<file path="src/rtl/pack_pkg.sv">
// Shared widths and the FIFO word layout for the beat-to-word packer.
package pack_pkg;
  localparam int IN_W  = 8;
  localparam int LANES = 4;
  localparam int OUT_W = IN_W * LANES;
  localparam int CNT_W = $clog2(LANES + 1);

  typedef struct packed {
    logic             last;
    logic [CNT_W-1:0] nbytes;
    logic [OUT_W-1:0] data;
  } pack_word_t;
endpackage

</file>
<file path="src/rtl/word_packer.sv">
// Packs IN_W-bit beats into LANES-wide words, zero-padding the tail of each
// packet, and presents each finished word on a FIFO push/din/full port.
module word_packer #(
  parameter  int IN_W  = pack_pkg::IN_W,
  parameter  int LANES = pack_pkg::LANES,
  localparam int OUT_W = IN_W * LANES,
  localparam int CNT_W = $clog2(LANES + 1),
  localparam int DW    = 1 + CNT_W + OUT_W
) (
  input  logic            clk,
  input  logic            rstn,
  input  logic            in_valid,
  input  logic [IN_W-1:0] in_data,
  input  logic            in_last,
  output logic            in_ready,
  output logic            push,
  output logic [DW-1:0]   din,
  input  logic            full
);
  localparam int LW = (LANES > 1) ? $clog2(LANES) : 1;
  localparam logic [0:0] FILL = 1'b0;
  localparam logic [0:0] HOLD = 1'b1;

  logic [0:0]                       state;
  logic [LW-1:0]                    lane;
  logic [LANES-1:0][IN_W-1:0]       acc;
  logic [LANES-1:0][IN_W-1:0]       nxt;
  logic                             o_last;
  logic [CNT_W-1:0]                 o_nbytes;
  logic [OUT_W-1:0]                 o_data;
  logic                             beat;
  logic                             done;
  logic [LW-1:0]                    wr_lane;

  assign in_ready = (state == FILL) || !full;
  assign push     = (state == HOLD) && !full;
  assign beat     = in_valid && in_ready;
  // A beat accepted while a word is held always opens a fresh word.
  assign wr_lane  = (state == HOLD) ? '0 : lane;
  assign done     = beat && (in_last || (wr_lane == LW'(LANES - 1)));
  assign din      = {o_last, o_nbytes, o_data};

  // Completed word: earlier lanes from the accumulator, current beat, zeros above.
  always_comb begin
    nxt = '0;
    for (int i = 0; i < LANES; i++) begin
      if (LW'(i) < wr_lane)       nxt[i] = acc[i];
      else if (LW'(i) == wr_lane) nxt[i] = in_data;
      else                        nxt[i] = '0;
    end
  end

  for (genvar g = 0; g < LANES; g++) begin : g_lane
    always_ff @(posedge clk) begin
      if (!rstn)                             acc[g] <= '0;
      else if (beat && (wr_lane == LW'(g)))  acc[g] <= in_data;
    end
  end

  always_ff @(posedge clk) begin
    if (!rstn) begin
      state    <= FILL;
      lane     <= '0;
      o_last   <= 1'b0;
      o_nbytes <= '0;
      o_data   <= '0;
    end else if (done) begin
      state    <= HOLD;
      lane     <= '0;
      o_last   <= in_last;
      o_nbytes <= CNT_W'(wr_lane) + CNT_W'(1);
      o_data   <= nxt;
    end else if (beat) begin
      state    <= FILL;
      lane     <= wr_lane + LW'(1);
    end else if (push) begin
      state    <= FILL;
      lane     <= '0;
    end
  end
endmodule

</file>
<file path="config.mk">
export PLATFORM = sky130hd
export DESIGN_NAME = word_packer
export DESIGN_NICKNAME = d
export VERILOG_FILES = /design/src/rtl/pack_pkg.sv /design/src/rtl/word_packer.sv
export SDC_FILE = /design/constraint.sdc
export NUM_CORES = 1
export LEC_CHECK = 0
export CAP_MARGIN = 30
export CORE_ASPECT_RATIO = 0.75
export CORE_MARGIN = 5
export CORE_UTILIZATION = 45
export CTS_CLUSTER_SIZE = 10
export DETAILED_ROUTE_END_ITERATION = 7
export PLACE_DENSITY_LB_ADDON = 0.08
export SLEW_MARGIN = 20
export SYNTH_ARGS = -nofsm -noshare
export SYNTH_HDL_FRONTEND = slang
export SYNTH_SLANG_ARGS = --single-unit
</file>
<file path="constraint.sdc">
create_clock -name clk -period 3.8 [get_ports clk]
set_clock_uncertainty 0.1 [all_clocks]
set_input_delay 0.38 -clock clk [delete_from_list [all_inputs] [get_ports clk]]
set_output_delay 0.38 -clock clk [all_outputs]
set_load 0.01 [all_outputs]
</file>
==> results of run 1 <==
[power by group]
part	switching (µW)	internal (µW)	total, µW
Clock	256	318	574
Combinational	102	75.8	178
Sequential	15.2	683	699
[through the flow]
step	instance area, µm²	hold WS [ns]	total power, µW
detailed placement	3300	0.354	890
global route	3500	0.380	1520
CTS	3490	0.363	1460
global placement	3290	0.347	888
finish	3500	0.360	1450
floorplan	2810	0.334	828
[registers in the layout, summed over array words and instances (netlist names)]
name / flops
o_last: 1
lane: 2
o_data: 32
o_nbytes: 3
state: 1
acc: 24
[synthesized netlist by cell type (all sizes together)]
cell    number  area [µm²]
dfxtp       63        1260
nand2       38         150
mux2i       33         330
a21oi       21         124
o21ai       17        85.1
and3b       16         140
o211ai      16         120
buf         12        96.3
a211oi      10         120
clkbuf       9        35.0
a22o         8        70.1
a31oi        8        50.1
ha           5        62.6
nor2         4        17.5
inv          3        11.3
a21boi       2        26.3
nor2b        2        12.5
nor3         2        21.3
or2          2        12.5
a21bo        1        10.0
a221o        1        10.0
a31o         1        8.76
clkinv       1        3.75
nand2b       1        6.26
nand3        1        17.5
o21a         1        7.51
[logic make-up (layout without fill, tap and decap cells)]
logic type               after synthesis  after routing  synth area share, %
flip-flops                            63             63                 44.9
AND/OR/NAND/NOR                       66             66                 13.4
AO/OA/AOI/OAI                         86             86                 22.5
adder cells (fa/ha/maj)                5              5                 2.23
multiplexers                          33             33                 11.8
buffers and inverters                 25             74                 5.21
[how the worst max path moves through the flow]
stage | endpoint | start
floorplan | o_data[24]$_SDFFE_PN0P_ | state$_SDFFE_PN0P_
global placement | o_data[30]$_SDFFE_PN0P_ | state$_SDFFE_PN0P_
detailed placement | o_data[31]$_SDFFE_PN0P_ | state$_SDFFE_PN0P_
finish | o_data[10]$_SDFFE_PN0P_ | state$_SDFFE_PN0P_
global route | o_data[9]$_SDFFE_PN0P_ | state$_SDFFE_PN0P_
CTS | o_data[27]$_SDFFE_PN0P_ | state$_SDFFE_PN0P_
[layer usage]
layer	part of all wire, %	vias to the layer above
met5	0	-
met4	1.2	0
met3	6.0	6
met2	43	55
met1	49	1066
li1	-	1101
[worst max-delay path: stages, from the launching register on]
cell,delay (ns)
dfxtp_1,0.61
nand2b_1,0.41
inv_1,0.15
ha_1,0.26
or2_0,0.35
buf_4,0.24
nand3_4,0.20
o21ai_0,0.12
[area by class of cell]
cell class,instances,share of cell area [%]
multi-input cells,190,40.1
well taps,78,2.79
inverters,4,0.429
clock buffers,12,4.15
repair buffers,54,15.2
clock inverters,4,1.29
flip-flops and latches,63,36.1
==> impl_results.md, run 1 <==
- Dpl hpwl: 4.73 mm
- RSZ-0062 raised after global routing: false
- Synth unique cells: 38
- Worst hold path stage count: 2
- CTS Buf Count: 9
- CP startpoint kind: register
- Synthesis Warnings: 0
- CP Max Fanout: 16
- Post-synthesis instance total: 278
- DRT antenna net count: 0
- Initial antenna violation count: 0
- DRC Markers: 0
- Commonest non-fill, non-tap cells in the layout: dfxtp_1, clkdlybuf4s50_1, nand2_1
- Drt total wl: 6.89 mm
- Layout cells sized above 1: 12.8%
- Grt met2 use: 26.6%
- Port bufs: 50
- Worst r2r src: state$_SDFFE_PN0P_
- Row cnt: 24
- Avg Inst Size Synth: 10.1 µm²
- Die Height: 78.4 µm
- Least-Margin Pin Slew: 0.645 ns
- Hold Crit Start: acc[7]$_SDFFE_PN0P_
- Final design utilization: 58.8%
- Initial Utilization: 47.3%
- Clk sinks: 63
- Worst min path class: reg2reg
- FF+latch area: 0.00126 mm²
- Routability congestion estimate from global placement: 0.796
- Die W: 101 µm
- Fin. Hold Viols: 0
- Diode count: 0
- Synth Cell Area: 0.00281 mm²
- Max-cap violations: 0
- Endpoints failing setup: 0
- Cts repair resizes: 0
- DR pass1 iterations: 4
- Core region area: 0.00595 mm²
- Vias in the first global route: 2108
- DR iter-0 viols: 115
- Gr ovfl total: 0
- Rel. slew slack: 56.9%
- Setup TNS Final: 0 ns
- Status: finished, final reports clean
- Crit path required time: 3.92 ns
- M1 GR Usage: 25.3%
- Worst vdd ir: 0.000245 V
- Avg WL per Cell: 17.0 µm
- Power per cell area: 415 mW/mm²
- CP Data Arrival Time: 2.69 ns
- Maximum root-to-sink buffer count: 2
- Post-CTS Setup Bufs: 0
- GRT Max-Usage Layer: met2
- Register area share after synthesis: 44.9%
- Die area: 0.00794 mm²
- Yosys reg bits: 63
- Layout area overhead: 24.4%
- Met3 Use GR: 6.29%
- Hold endpoint: acc[7]$_SDFFE_PN0P_
- Setup ws final: 1.23 ns
- Largest net degree at the start of global routing: 51
- Hold Buf Count CTS: 0
- TritonCTS clock tree: yes
- Multi-input gate area: 0.00140 mm²
- Syn nets: 296
- Clock Latency Late Sink: 0.34 ns
- Setup crit end kind: register
- Dpl ws: 0.951 ns
- Via count: 2228
- Final #Nets: 340
- H-tree lvl count: 3
- Worst r2r dst: o_data[10]$_SDFFE_PN0P_
- FILL cells: 535
- Ports: 51
- Final period utilization: 67.7%
- FMAX: 389 MHz
- Final Non-Filler Cells: 405
- Clock-pin slew on the worst setup and hold paths: 0.07 ns
- Pins Over Slew Limit: 0
- First-pass GRT wire length: 11.2 mm
- Pleak: 0.00145 µW
- Critical path class: reg2reg
- Total track usage: 18.3%
- Placed cell count: 388
- Min cycle time layout: 2.57 ns
- Most common cell after layout, fill and taps aside: dfxtp_1
- R2R depth: 7
- Root buffer cell: clkbuf_8
- R2r setup slk: 1.23 ns
- Vias per cell: 5.50
(Power assumes the default switching activity.)
==> run 2: changes to the inputs <==
- clock period: 3.8 -> 2.4 ns (I/O delays scaled with it)
==> impl_results.md, run 2 (same netlist as run 1, synthesis figures left out) <==
- DRT antenna net count: 0
- Die Height: 78.4 µm
- H-tree lvl count: 3
- TritonCTS clock tree: yes
- Power per cell area: 651 mW/mm²
- Gr ovfl total: 0
- Worst min path class: reg2reg
- Ports: 51
- Worst hold path stage count: 2
- Most common cell after layout, fill and taps aside: dfxtp_1
- Hold endpoint: acc[7]$_SDFFE_PN0P_
- Cts repair resizes: 0
- Clk sinks: 63
- Status: finished, final reports clean
- Max-cap violations: 0
- CP startpoint kind: register
- CP Max Fanout: 11
- Initial antenna violation count: 0
- DRC Markers: 0
- Worst r2r dst: o_data[10]$_SDFFE_PN0P_
- Worst r2r src: state$_SDFFE_PN0P_
- RSZ-0062 raised after global routing: false
- DR pass1 iterations: 4
- Layout cells sized above 1: 15.5%
- Cell Area, Placed: 0.00337 mm²
- Pleak: 0.00150 µW
- Hold Crit Start: acc[7]$_SDFFE_PN0P_
- Commonest non-fill, non-tap cells in the layout: dfxtp_1, clkdlybuf4s50_1, nand2_1
- Dpl hpwl: 5.01 mm
- Die area: 0.00794 mm²
- R2R depth: 7
- Row cnt: 24
- Pins Over Slew Limit: 0
- Avg WL per Cell: 16.9 µm
- Final period utilization: 83.5%
- Post-CTS Setup Bufs: 0
- Fin. Hold Viols: 0
- First-pass GRT wire length: 11.5 mm
- Diode count: 0
- Min cycle time layout: 2.00 ns
- Vias per cell: 5.44
- Layout area overhead: 27.1%
- CTS Buf Count: 9
- Critical path class: reg2out
- Final #Nets: 349
- Hold Buf Count CTS: 0
- R2r setup slk: 0.41 ns
- Rel. slew slack: 65.6%
- CP Data Arrival Time: 1.66 ns
- Core region area: 0.00595 mm²
- Max reg flops: 32
- Cell area after layout: 0.00357 mm²
- Setup TNS Final: 0 ns
- Endpoints failing setup: 0
- Setup crit end kind: primary output
- Initial Utilization: 47.3%
- Vias in the first global route: 2175
- Least-Margin Pin Slew: 0.516 ns
- Clock-pin slew on the worst setup and hold paths: 0.07 ns
- Via count: 2248
- Largest net degree at the start of global routing: 43
- Port bufs: 50
- Root buffer cell: clkbuf_8
- FMAX: 499 MHz
- Crit path required time: 2.06 ns
- Largest registers: o_data: 32 flops, acc: 24 flops, o_nbytes: 3 flops
- Routability congestion estimate from global placement: 0.784
- Maximum root-to-sink buffer count: 2
- Die W: 101 µm
- Drt total wl: 6.97 mm
- Worst vdd ir: 0.000353 V
- Total track usage: 18.4%
- Clock Latency Late Sink: 0.34 ns
- DR iter-0 viols: 124
- Biggest register: o_data
-- run 2: power breakdown --
group          leakage (µW)  switching, µW  internal [µW]  total [µW]
Sequential         0.000512           21.8           1080        1100
Clock              0.000105            395            525         920
Combinational      0.000885            169            131         299
-- run 2: how the worst max path moves through the flow --
stage | start | endpoint | slack (ns)
final | state$_SDFFE_PN0P_ | push | 0.40
after global routing | state$_SDFFE_PN0P_ | o_data[20]$_SDFFE_PN0P_ | 0.23
after CTS | state$_SDFFE_PN0P_ | push | 0.37
after detailed placement | state$_SDFFE_PN0P_ | o_data[20]$_SDFFE_PN0P_ | 0.39
after global placement | in_valid | o_data[0]$_SDFFE_PN0P_ | 0.15
after floorplan | state$_SDFFE_PN0P_ | o_data[24]$_SDFFE_PN0P_ | 0.41
-- run 2: critical path, stage by stage (launching register included) --
cell             delay [ns]
dfxtp_1                0.47
buf_4                  0.20
nor2b_1                0.12
clkdlybuf4s50_1        0.54
-- run 2: layout make-up --
| class | instances | area (µm²) |
|---|---|---|
| Clock inverter | 4 | 45.0 |
| Multi-Input combinational cell | 190 | 1400 |
| Timing Repair Buffer | 63 | 598 |
| Inverter | 4 | 15.0 |
| Fill cell | 536 | 2370 |
| Tap cell | 78 | 97.6 |
| Sequential cell | 63 | 1260 |
| Clock buffer | 11 | 151 |
-- run 2: metrics by stage --
| step | util [%] | worst slack [ns] | std cells | hold slack, ns | total power, µW |
|---|---|---|---|---|---|
| 6_report | 60.1 | 0.396 | 413 | 0.362 | 2320 |
| 4_1_cts | 60.1 | 0.373 | 413 | 0.364 | 2340 |
| 2_1_floorplan | - | 0.406 | 278 | 0.266 | 1310 |
| 3_3_place_gp | 56.6 | 0.149 | 397 | 0.346 | 1420 |
| 5_1_grt | 60.1 | 0.225 | 413 | 0.389 | 2420 |
| 3_5_place_dp | 56.8 | 0.390 | 398 | 0.355 | 1430 |
-- run 2: per-layer routing --
| layer | GRT usage [%] | routed length (µm) | up-vias |
|---|---|---|---|
| li1 | - | - | 1120 |
| met1 | 26.5 | 3530 | 1069 |
| met2 | 26.6 | 2990 | 52 |
| met3 | 5.58 | 388 | 7 |
| met4 | 5.18 | 56 | 0 |
| met5 | 0 | 0 | - |
